<file path="config.mk">
export PLATFORM = sky130hd
export DESIGN_NAME = serial_adder
export DESIGN_NICKNAME = d
export VERILOG_FILES = /design/src/rtl/serial_adder.sv
export SDC_FILE = /design/constraint.sdc
export NUM_CORES = 1
export LEC_CHECK = 0
export CAP_MARGIN = 20
export CELL_PAD_IN_SITES_DETAIL_PLACEMENT = 0
export CELL_PAD_IN_SITES_GLOBAL_PLACEMENT = 1
export CORE_MARGIN = 5
export CORE_UTILIZATION = 43
export CTS_CLUSTER_DIAMETER = 60
export CTS_CLUSTER_SIZE = 30
export DETAILED_ROUTE_END_ITERATION = 10
export PLACE_DENSITY_LB_ADDON = 0.25
export SETUP_SLACK_MARGIN = 0.4
export SYNTH_ARGS = -nofsm -noshare
export SYNTH_HDL_FRONTEND = slang
export SYNTH_SLANG_ARGS = --single-unit
</file>
<file path="constraint.sdc">
create_clock -name clk -period 3.4 [get_ports clk]
set_input_delay 0.34 -clock clk [delete_from_list [all_inputs] [get_ports clk]]
set_output_delay 0.34 -clock clk [all_outputs]
set_load 0.02 [all_outputs]
</file>
<file path="src/rtl/serial_adder.sv">
// Bit-serial LSB-first adder: one full-adder cell plus a carry flop.
// {cout,sum} = a + b + cin after WIDTH steps, shown with a one-cycle done.
module serial_adder #(
  parameter int WIDTH = 8
) (
  input  logic             clk,
  input  logic             rst_n,
  input  logic             start,
  input  logic [WIDTH-1:0] a,
  input  logic [WIDTH-1:0] b,
  input  logic             cin,
  output logic             busy,
  output logic             done,
  output logic [WIDTH-1:0] sum,
  output logic             cout
);

  localparam int CW = $clog2(WIDTH + 1);

  typedef enum logic [1:0] {
    IDLE,
    RUN,
    DONE
  } state_e;

  state_e           state_q, state_d;
  logic [WIDTH-1:0] a_q, a_d;
  logic [WIDTH-1:0] b_q, b_d;
  logic [WIDTH-1:0] acc_q, acc_d;
  logic [WIDTH-1:0] sum_q, sum_d;
  logic [CW-1:0]    cnt_q, cnt_d;
  logic             c_q, c_d;
  logic             cout_q, cout_d;
  logic             busy_q, busy_d;
  logic             done_q, done_d;

  logic             s_bit;
  logic             c_nxt;
  logic             last;
  logic [WIDTH-1:0] acc_sh;

  always_comb begin
    s_bit  = a_q[0] ^ b_q[0] ^ c_q;
    c_nxt  = (a_q[0] & b_q[0]) | (c_q & (a_q[0] ^ b_q[0]));
    // new sum bit enters at the MSB; after WIDTH steps bit 0 is the LSB
    acc_sh = (acc_q >> 1) | (WIDTH'(s_bit) << (WIDTH - 1));
    last   = (cnt_q == CW'(WIDTH - 1));

    state_d = state_q;
    a_d     = a_q;
    b_d     = b_q;
    acc_d   = acc_q;
    sum_d   = sum_q;
    cnt_d   = cnt_q;
    c_d     = c_q;
    cout_d  = cout_q;
    done_d  = 1'b0;

    unique case (state_q)
      IDLE: begin
        if (start) begin
          a_d     = a;
          b_d     = b;
          c_d     = cin;
          cnt_d   = '0;
          state_d = RUN;
        end
      end
      RUN: begin
        acc_d = acc_sh;
        a_d   = a_q >> 1;
        b_d   = b_q >> 1;
        c_d   = c_nxt;
        cnt_d = cnt_q + CW'(1);
        if (last) begin
          sum_d   = acc_sh;
          cout_d  = c_nxt;
          done_d  = 1'b1;
          state_d = DONE;
        end
      end
      DONE: state_d = IDLE;
      default: state_d = IDLE;
    endcase

    busy_d = (state_d != IDLE);
  end

  always_ff @(posedge clk or negedge rst_n) begin
    if (!rst_n) begin
      state_q <= IDLE;
      a_q     <= '0;
      b_q     <= '0;
      acc_q   <= '0;
      sum_q   <= '0;
      cnt_q   <= '0;
      c_q     <= 1'b0;
      cout_q  <= 1'b0;
      busy_q  <= 1'b0;
      done_q  <= 1'b0;
    end else begin
      state_q <= state_d;
      a_q     <= a_d;
      b_q     <= b_d;
      acc_q   <= acc_d;
      sum_q   <= sum_d;
      cnt_q   <= cnt_d;
      c_q     <= c_d;
      cout_q  <= cout_d;
      busy_q  <= busy_d;
      done_q  <= done_d;
    end
  end

  assign busy = busy_q;
  assign done = done_q;
  assign sum  = sum_q;
  assign cout = cout_q;

endmodule

</file>
Word level (Yosys, flattened, before mapping)
Cells that the tools add are included.
{ "totals": {"out_inout_bits": 11, "register_bits": 42, "mem_bits_rw": 0, "latchBits": 0, "inputBits": 20, "romBits": 0, "word_cells": 38, "memories": 0} }
{ "op_classes": {"n_bitwise": 6, "n_mul": 0, "n_eq_ne": 3, "order_cmp": 0, "n_addsub": 1, "n_div": 0, "n_mux": 13, "n_reduce_logical": 5, "shifts": 0} }
{ "op_table": {"columns": ["cell", "count"], "rows": [
  ["case mux 8 bit (2 select lines)", 2],
  ["2-to-1 mux 8 bit", 2],
  ["OR 7 x 8 -> 8 bit", 1],
  ["case mux 4 bit (2 select lines)", 1],
  ["adder 4 x 1 -> 4 bit, second input constant", 1],
  ["== test 4 x 3 -> 1 bit, second input constant", 1],
  ["2-to-1 mux 2 bit", 2],
  ["2-to-1 mux 4 bit", 1],
  ["case mux 2 bit (2 select lines)", 1],
  ["AND reduction 2 bit", 2],
  ["nonzero test 2 bit", 2],
  ["2-to-1 mux 1 bit", 3],
  ["bitwise AND 1 bit", 2],
  ["== test 2 x 1 -> 1 bit, second input constant", 1],
  ["logical NOT 2 bit", 1],
  ["inequality test 2 bit, second input constant", 1],
  ["case mux 1 bit (2 select lines)", 1],
  ["bitwise XOR 1 bit", 2],
  ["OR 1 bit", 1]
]} }

Depth between registers and ports, before layout
Gate-level depths: netlist of run 1.
{ "depth": {"word_depth": 4, "ltp_mapped": 5, "mapped_depth_nobuf": 4} }

Worst setup path before layout of run 1
Ideal clock, no wire load.
{ "synth_timing": {"kind": "register to register", "from": "register cnt_q[0]", "to": "register cout_q, in the netlist cout", "path_stages_with_launch": 5, "period_less_slack_ns": 1.517, "arrival_time_ns": 1.392, "slack_ns": 1.883, "setup_ns": 0.125, "cell_sequence": "dfrtp_1 ha_1 nand2_1 nor3_4 mux2_2"} }
{ "synth_via": {"elab_chain_len": 2} }
{ "synth_lines": {"columns": ["element", "line_no", "rtl"], "rows": [
  ["from (decl)", "31", "logic [CW-1:0] cnt_q, cnt_d;"],
  ["from (signal assigned)", "107", "cnt_q <= cnt_d;"],
  ["== test 4 x 3 -> 1 bit", "47", "last = (cnt_q == CW'(WIDTH - 1));"],
  ["AND reduction 2 bit (no line)", null, null],
  ["to (signal assigned)", "109", "cout_q <= cout_d;"],
  ["to (decl)", "33", "logic cout_q, cout_d;"]
]} }
No other way between the ends.
A chain may end at the register's enable or synchronous reset.

Worst setup path after layout of run 1
{ "layout_timing": {"from": "register state_q[0]", "to": "register sum_q[4], in the netlist sum[4]"} }
{ "layout_via": {"elab_chain_len": 2} }
{ "layout_lines": {"columns": ["element", "line_no", "rtl"], "rows": [
  ["from (decl)", "26", "state_e state_q, state_d;"],
  ["from (signal assigned)", "102", "state_q <= state_d;"],
  ["== test 2 x 1 -> 1 bit", "59", "unique case (state_q)"],
  ["AND reduction 2 bit (no line)", null, null],
  ["to (signal assigned)", "106", "sum_q <= sum_d;"],
  ["to (decl)", "30", "logic [WIDTH-1:0] sum_q, sum_d;"]
]} }
No other way between the ends.

==> metrics.yaml, run 1 <==
status:
  status: "complete, no violations"
worst_setup_path:
  cp-start-kind: "flip-flop"
  critical-path-max-stage-delay_ps: 750
  critPathLaunch: "state_q[0]$_DFF_PN0_"
  cp_slowest_cell: "dfrtp_1"
  cp_num_buf_inv: 0
  arrival_ps: 2270
  cpLargestDelayFamily: "simple AND/OR/NAND/NOR gates"
  r2r-start: "state_q[0]$_DFF_PN0_"
  required_ps: 3570
  crit_fanout: 22
  critical_path_class: "flip-flop to flip-flop"
  cp_cell_sequence: "nand2b_1 > nor3_4 > mux2_2"
  end_kind: "flip-flop"
drt:
  vias: 1262
  wirelength_um: 3389
  detail_route.vias_per_cell: 5.325
  drc: 0
  wl_per_cell_um: 14.30
  drt_first_iter_violations: 79
  ant_nets: 0
  drtPass1Iterations: 4
run:
  maxCapViolations: 0
global_routing:
  grt-ovfl-total: 0
  antenna_found_initial: 0
  grt_pass1_wl_um: 5768
  grt_max_degree: 42
  grt_pass1_vias: 1273
  grtUsageTotal_pct: 14.13
yosys:
  yosysWarnings: 0
  syn_nets: 178
  synth_ff_type: "dfrtp_1"
  synth-async-reset-ratio_pct: 100.0
  synth_cells: 156
  ys_seq_area_share_pct: 59.51
  ys_seq_elements: 41
  syn_area_per_cell_sq_um: 11.05
  syn_area_sq_um: 1724
  synth_edf_count: 0
  synth_cell_types: 23
power:
  p_per_area_nw_per_um2: 814.8
  power_mw: 1.732
  switching_power_mw: 0.6220
  switching_share_pct: 35.91
  p_seq_share_pct: 48.4
  combinationalPowerShare_pct: 34.4
  p_leak_nw: 0.9327
  ir_worst_vdd_v: 0.0002893
  clkPwrFrac_pct: 17.2
  p_int_mw: 1.110
layout:
  antennaDiodeCount: 0
  final_util_pct: 53.92
  drive_above_1_share_pct: 9.626
  final_nets: 208
  syn_to_final_growth_pct: 23.29
  final_common_cell: "dfrtp_1"
  final_cell_mix: "41 x dfrtp_1, 35 x nand2_1, 29 x clkdlybuf4s50_1"
  final_area_sq_um: 2126
floorplanning:
  io_pins: 31
  dieHeight_um: 73.32
  initial_core_util_pct: 43.73
  core-area_sq_um: 3943
  rows: 23
  die_w_um: 73.32
  dieArea_sq_um: 5376
clock_network:
  cts_resized: 0
  clk-insertion-delay-late_ps: 290
  cts_sinks: 41
  h-tree-depth: 2
  cts_tree: "done"
  numCtsBuffers: 5
  cts_setup_buffers: 0
  cts_buffer_depth: 2
  root_buffer: "clkbuf_8"
  hold_buffers: 0
  path_clk_slew_ps: 70
sta:
  post-route-min-period_ps: 2099
  relSlewSlack_pct: 40.55
  fmax_ghz: 0.4763
  setup_viol: 0
  hold_viol: 0
  rsz0062_at_grt: "no"
  tightest_slew_ps: 891.7
  finClkSkew_ps: 6.502
  finalHoldWorstSlack_ps: 178.7
  fin_crit_sh_pct: 61.75
  drv_slew: 0
  setup_tns_ps: 0
worst_hold_path:
  hold_path_class: "input port to async pin"
placement:
  io_buffers: 30
  place_area_sq_um: 2046
  dpl.hpwl_um: 2330
  gp_congestion: 0.7948
-- cell families (layout without fill, tap and decap cells) --
family | count (synthesis) | after routing | synth area share (%)
DFF | 41 | 41 | 59.51
adders and majority gates | 2 | 2 | 1.887
muxes | 9 | 9 | 5.878
and+or+nand+nor | 50 | 50 | 13.43
buffers and inverters | 9 | 40 | 2.757
AOI/OAI and AO/OA | 45 | 45 | 16.55
-- layer usage --
layer	track usage, %	vias up	share of wire, %
met4	4.225	0	1.2
li1	-	607	-
met2	22.34	32	47
met3	5.335	5	6.3
met1	18.08	618	45
met5	0	-	0
-- synth_stat cells, drive strengths merged, types with 2 or more instances --
cell type   n  share of area [%]
mux2        9                5.9
o21ai      18                5.2
a22oi      15                6.5
a22o        3                1.5
dfrtp      41                 60
clkbuf      2               0.44
a21oi       6                1.7
nor2b       9                3.3
buf         6                2.1
nand2      35                7.6
nor3        2                1.2
-- sequential cells by signal (all words and copies together) (netlist names) --
name	count
b_q	8
sum	8
acc_q	7
cout	1
state_q	2
busy	1
c_q	1
cnt_q	4
a_q	8
done	1
-- area by class of cell --
class / instances / area [sq um]
fillers: 329 / 1817
flip-flops and latches: 41 / 1026
multi-input cells: 106 / 650.6
repair buffers: 31 / 302.8
clock buffers: 8 / 80.08
well taps: 50 / 62.56
inverters: 1 / 3.754
-- through the flow --
stage | worst slack (ps) | cells
global route | 1113 | 237
detailed placement | 1272 | 229
CTS | 1254 | 237
global placement | 1337 | 229
floorplan | 1883 | 156
finish | 1301 | 237
-- path summary, 6_finish.rpt --
check	to	slack, ps	depth (start not counted)
setup / recovery	sum[4]$_DFFE_PN0P_	1300	3
hold reg to reg	b_q[2]$_DFFE_PN0P_	480	2
min in group clk	b_q[2]$_DFFE_PN0P_	480	2
setup reg to reg	sum[4]$_DFFE_PN0P_	1300	3
max in group asynchronous	b_q[4]$_DFFE_PN0P_	2670	1
hold / removal	cnt_q[3]$_DFFE_PN0P_	180	1
-- power groups by stage --
stage / registers, mW / logic (mW) / clock network [mW]
floorplan: 0.842 / 0.384 / 0
detailed placement: 0.848 / 0.606 / 0
global placement: 0.838 / 0.591 / 0
global route: 0.865 / 0.668 / 0.331
finish: 0.838 / 0.596 / 0.298
CTS: 0.839 / 0.607 / 0.311
Note: power is estimated with default switching activity, not from simulation.
==> run 2, diff against run 1 <==
- CORE_UTILIZATION: 43 -> 40
- clock period: 3.4 -> 2 ns (I/O delays scaled with it)
==> run 2 against run 1 <==
Combinational power grew 96%. Core utilization grew 0.58 points. Register-to-register slack lost 770 ps. Critical path type unchanged. Flip-flop and latch count is the same. Cell count grew 4.6%. Final area grew 4.8%. Critical endpoint is now sum[7]$_DFFE_PN0P_. Highest routed layer unchanged. Routed wire length grew 7.3%. Largest power group unchanged.
==> metrics.yaml, run 2 (synthesis gave the netlist of run 1 again) <==
clock_network:
  clk-insertion-delay-late_ps: 290
  path_clk_slew_ps: 70
  numCtsBuffers: 5
  cts_buffer_depth: 2
  h-tree-depth: 2
  cts_sinks: 41
  cts_tree: "done"
  root_buffer: "clkbuf_8"
power:
  ir_worst_vdd_v: 0.0006654
  clkPwrFrac_pct: 17.4
  p_seq_share_pct: 44.5
  p_leak_nw: 0.9940
  combinationalPowerShare_pct: 38.1
  switching_share_pct: 35.27
  p_per_area_nw_per_um2: 1383
  p_int_mw: 1.994
  switching_power_mw: 1.086
worst_setup_path:
  critical_path_class: "flip-flop to flip-flop"
  end_kind: "flip-flop"
  required_ps: 2180
  worst-r2r-cell-count: 5
  arrival_ps: 1650
  crit_fanout: 5
  cp_cell_sequence: "ha_2 > nand2_1 > nor3_4 > buf_4 > mux2_2"
  cp_slowest_cell: "dfrtp_1"
  critical-path-max-stage-delay_ps: 400
  cp-start-kind: "flip-flop"
layout:
  multi_input_area_sq_um: 653.1
  filler_cell_count: 366
  final_cell_mix: "41 x dfrtp_1, 35 x nand2_1, 29 x clkdlybuf4s50_1"
  final_nets: 220
  final_util_pct: 54.50
  regArea_sq_um: 1026
  layout.cells.non_filler: 248
  syn_to_final_growth_pct: 29.17
  antennaDiodeCount: 0
  final_common_cell: "dfrtp_1"
  drive_above_1_share_pct: 15.66
global_routing:
  antenna_found_initial: 0
  grt_pass1_vias: 1213
  grt-ovfl-total: 0
  grt_pass1_wl_um: 6072
  grtUsageTotal_pct: 14.19
  grt_max_degree: 28
floorplanning:
  io_pins: 31
  dieHeight_um: 75.66
  initial_core_util_pct: 42.19
  dieArea_sq_um: 5724
  die_w_um: 75.66
  rows: 23
  core-area_sq_um: 4086
drt:
  drtPass1Iterations: 4
  vias: 1266
  wl_per_cell_um: 14.66
  ant_nets: 0
  drt_first_iter_violations: 74
  drc: 0
  wirelength_um: 3636
  detail_route.vias_per_cell: 5.105
sta:
  setup_tns_ps: 0
  fmax_ghz: 0.6809
  fin_crit_sh_pct: 73.43
  post-route-min-period_ps: 1469
  relSlewSlack_pct: 59.23
  rsz0062_at_grt: "no"
  tightest_slew_ps: 611.5
  setup_viol: 0
  finalHoldWorstSlack_ps: 448.1
  finClkSkew_ps: 5.355
  drv_slew: 0
  hold_viol: 0
status:
  status: "complete, no violations"
placement:
  io_buffers: 30
  dpl.hpwl_um: 2550
  gp_congestion: 0.7922
  dp.cells: 237
worst_hold_path:
  hold_path_class: "input port to async pin"
run:
  maxCapViolations: 0
## run 2: cell types whose count changed in the layout (fill, tap and decap cells not counted)
cell           delta
clkbuf_8          +1
clkbuf_1          -2
buf_4            +11
ha_1              -1
ha_2              +1
dlygate4sd3_1     +1
## run 2: final cells by class
class | instances | area share (%)
clock buffer | 7 | 3.876
inverter | 1 | 0.1685
multi-input combinational | 106 | 29.33
sequential | 41 | 46.07
tap | 50 | 2.809
timing repair buffer | 43 | 17.75
## run 2: per-layer routing
metal  part of all wire [%]  up-vias  track usage (%)
li1                       -      625                -
met5                      0        -                0
met3                    6.1        5            4.749
met2                     46       32            19.94
met1                     47      604            20.61
met4                    1.0        0            4.660
## run 2: per-stage QoR
| stage | setup slack (ps) | total power, mW | instance area [sq um] |
|---|---|---|---|
| after floorplan | 483.0 | 2.084 | 1724 |
| after global placement | 363.5 | 2.499 | 2106 |
| after detailed placement | 313.9 | 2.547 | 2106 |
| after CTS | 512.9 | 3.108 | 2217 |
| after global routing | 409.8 | 3.323 | 2227 |
| final | 531.3 | 3.080 | 2227 |
## run 2: what timing repair did
item,4_1_cts,5_1_grt
setup endpoints to repair,9,9
hold endpoints to repair,25,0
buffers inserted,2,1
hold buffers,1,0
resized for setup,0,1
pin swaps,1,0
## run 2: power groups by stage
stage                     clock, mW  sequential (mW)  combinational [mW]
after detailed placement          0             1.39                1.16
after floorplan                   0             1.43               0.652
after global placement            0             1.38                1.12
final                         0.536             1.37                1.17
after CTS                     0.558             1.38                1.17
after global routing          0.599             1.42                1.31
## run 2: critical path, delay by kind of cell (launching register included)
family | cells | cell delay, ps
buf+inv | 1 | 160
flops | 1 | 400
mux | 1 | 330
fa+ha+maj | 1 | 210
simple gates | 2 | 250
## run 2: worst paths after layout
| kind | from | endpoint | slack, ps |
|---|---|---|---|
| setup / recovery | cnt_q[1]$_DFFE_PN0P_ | sum[7]$_DFFE_PN0P_ | 530 |
| hold / removal | rst_n | acc_q[6]$_DFFE_PN0P_ | 450 |
| setup reg to reg | cnt_q[1]$_DFFE_PN0P_ | sum[7]$_DFFE_PN0P_ | 530 |
| hold reg to reg | acc_q[1]$_DFFE_PN0P_ | acc_q[1]$_DFFE_PN0P_ | 480 |
| max in group asynchronous | rst_n | a_q[3]$_DFFE_PN0P_ | 980 |
| min in group clk | acc_q[1]$_DFFE_PN0P_ | acc_q[1]$_DFFE_PN0P_ | 480 |
==> run 3, diff against run 2 <==
- CORE_UTILIZATION: 40 -> 36
- clock period: 2 -> 1.19 ns (I/O delays scaled with it)
==> run 3 against run 2 <==
The run now ends with negative setup slack left. Critical path depth did not move. Sequential power up 70%. Largest power group is now combinational cells. Global-route usage fell by 0.36 points. Sequential share of layout area is 8.7 points lower. Routed wire length rose by 12%. Highest routed layer unchanged. Largest cell class unchanged. Combinational power grew to 2.8 times the previous value. Final area grew 23%. Non-clock buffer count grew 26.
==> metrics.yaml, run 3 (synthesis gave the netlist of run 1 again) <==
status:
  status: "finished with violations"
  violations: "negative setup slack"
layout:
  filler_cell_count: 406
  antennaDiodeCount: 0
  final_nets: 247
  drive_above_1_share_pct: 50.88
  syn_to_final_growth_pct: 59.36
  final_common_cell: "dfrtp_1"
  final_cell_mix: "41 x dfrtp_1, 24 x buf_6, 21 x buf_4"
  regArea_sq_um: 1026
  multi_input_area_sq_um: 847.1
global_routing:
  antenna_found_initial: 0
  grt_pass1_vias: 1566
  grt_pass1_wl_um: 6893
  grtUsageTotal_pct: 13.83
  grt_max_degree: 42
  grt-ovfl-total: 0
clock_network:
  clk-insertion-delay-late_ps: 290
  path_clk_slew_ps: 80
  numCtsBuffers: 5
  cts_tree: "done"
  cts_sinks: 41
  root_buffer: "clkbuf_8"
  h-tree-depth: 2
  cts_buffer_depth: 2
power:
  combinationalPowerShare_pct: 48.4
  p_int_mw: 4.385
  power_mw: 6.732
  p_leak_nw: 1.274
  ir_worst_vdd_v: 0.0008931
  p_per_area_nw_per_um2: 2450
  p_seq_share_pct: 34.6
  clkPwrFrac_pct: 17.0
  switching_power_mw: 2.347
  switching_share_pct: 34.86
sta:
  relSlewSlack_pct: 82.75
  drv_slew: 0
  post-route-min-period_ps: 1370
  fin_crit_sh_pct: 115.1
  setup_viol: 27
  hold_viol: 0
  finalHoldWorstSlack_ps: 339.6
  finClkSkew_ps: 8.445
  setup_ws_ps: -180.3
  tightest_slew_ps: 257.6
  fmax_ghz: 0.7298
  rsz0062_at_grt: "yes"
drt:
  drt_first_iter_violations: 25
  detail_route.vias_per_cell: 5.071
  drtPass1Iterations: 4
  vias: 1420
  drc: 0
  wl_per_cell_um: 14.55
  wirelength_um: 4073
  ant_nets: 0
worst_setup_path:
  required_ps: 1370
  worstReg2RegEnd: "sum[3]$_DFFE_PN0P_"
  critical_path.endpoint: "sum[3]$_DFFE_PN0P_"
  r2r-start: "cnt_q[1]$_DFFE_PN0P_"
  rrSetupSlack_ps: -180
  end_kind: "flip-flop"
  arrival_ps: 1550
  critical_path_class: "flip-flop to flip-flop"
  cp-start-kind: "flip-flop"
  crit_fanout: 10
  critPathLaunch: "cnt_q[1]$_DFFE_PN0P_"
  worst-r2r-cell-count: 5
floorplanning:
  io_pins: 31
  initial_core_util_pct: 36.75
  dieArea_sq_um: 6273
  dieHeight_um: 79.21
  core-area_sq_um: 4692
  rows: 25
  die_w_um: 79.21
placement:
  dpl.hpwl_um: 2615
  io_buffers: 30
  place_ws_ps: -212.2
  gp_congestion: 0.8063
worst_hold_path:
  hold_path_class: "input port to async pin"
run:
  maxCapViolations: 0
## run 3: changes by cell type in the layout (fill, tap and decap cells not counted), sizes merged
cell	before	now
clkdlybuf4s50	29	18
clkbuf	7	6
clkinvlp	0	1
nor2b	9	10
buf	13	50
bufinv	0	1
## run 3: final cells by class
class / instances / share of cell area [%]
clock buffers: 6 / 3.005
clock inverters: 2 / 1.366
inverters: 1 / 0.1366
multi-input cells: 107 / 30.83
flip-flops and latches: 41 / 37.34
well taps: 54 / 2.459
repair buffers: 69 / 24.86
## run 3: worst min path at each step
stage,from,endpoint,slack (ps),depth (start not counted)
finish,rst_n,sum[1]$_DFFE_PN0P_,340,3
global route,rst_n,acc_q[6]$_DFFE_PN0P_,360,3
CTS,rst_n,sum[1]$_DFFE_PN0P_,340,3
detailed placement,rst_n,sum[1]$_DFFE_PN0P_,110,2
global placement,rst_n,sum[1]$_DFFE_PN0P_,110,2
floorplan,rst_n,a_q[0]$_DFFE_PN0P_,-180,0
## run 3: critical path, cell delays in order, from the launching register on
cell and delay (ps):
dfrtp_1 360, ha_2 200, nand2_2 70, nor3_4 140
buf_12 150, mux2_2 330
## run 3: routing by layer
layer  global-route usage, %  up-vias  share of wire (%)
met2                   24.58       44                 53
met1                   15.86      683                 41
met5                       0        -                  0
li1                        -      684                  -
met3                   3.628        9                4.1
met4                   5.155        0                1.3
## run 3: repair_timing
item | in CTS | in global routing
endpoints found under the setup margin | 52 | 52
setup buffers | 7 | 3
hold buffers | 1 | 0
pin swaps | 32 | 9
cloned | 2 | 0
gates resized for setup | 122 | 21
endpoints found under the hold margin | 41 | 0
## run 3: through the flow
step                instances  util [%]  TNS [ps]  instance area, sq um
floorplan                 156         -     -2403                  1788
global placement          259     49.28     -3113                  2312
detailed placement        259     49.28     -3671                  2312
CTS                       277     56.51     -2146                  2651
global route              280     58.56     -4585                  2748
finish                    280     58.56     -2689                  2748
## run 3: power by group through the flow
stage | sequential, mW | combinational (mW) | clock [mW]
after global placement | 2.26 | 2.41 | 0
final | 2.33 | 3.26 | 1.15
after detailed placement | 2.28 | 2.48 | 0
after floorplan | 2.42 | 1.24 | 0
after global routing | 2.39 | 3.54 | 1.24
after CTS | 2.30 | 3.00 | 1.19
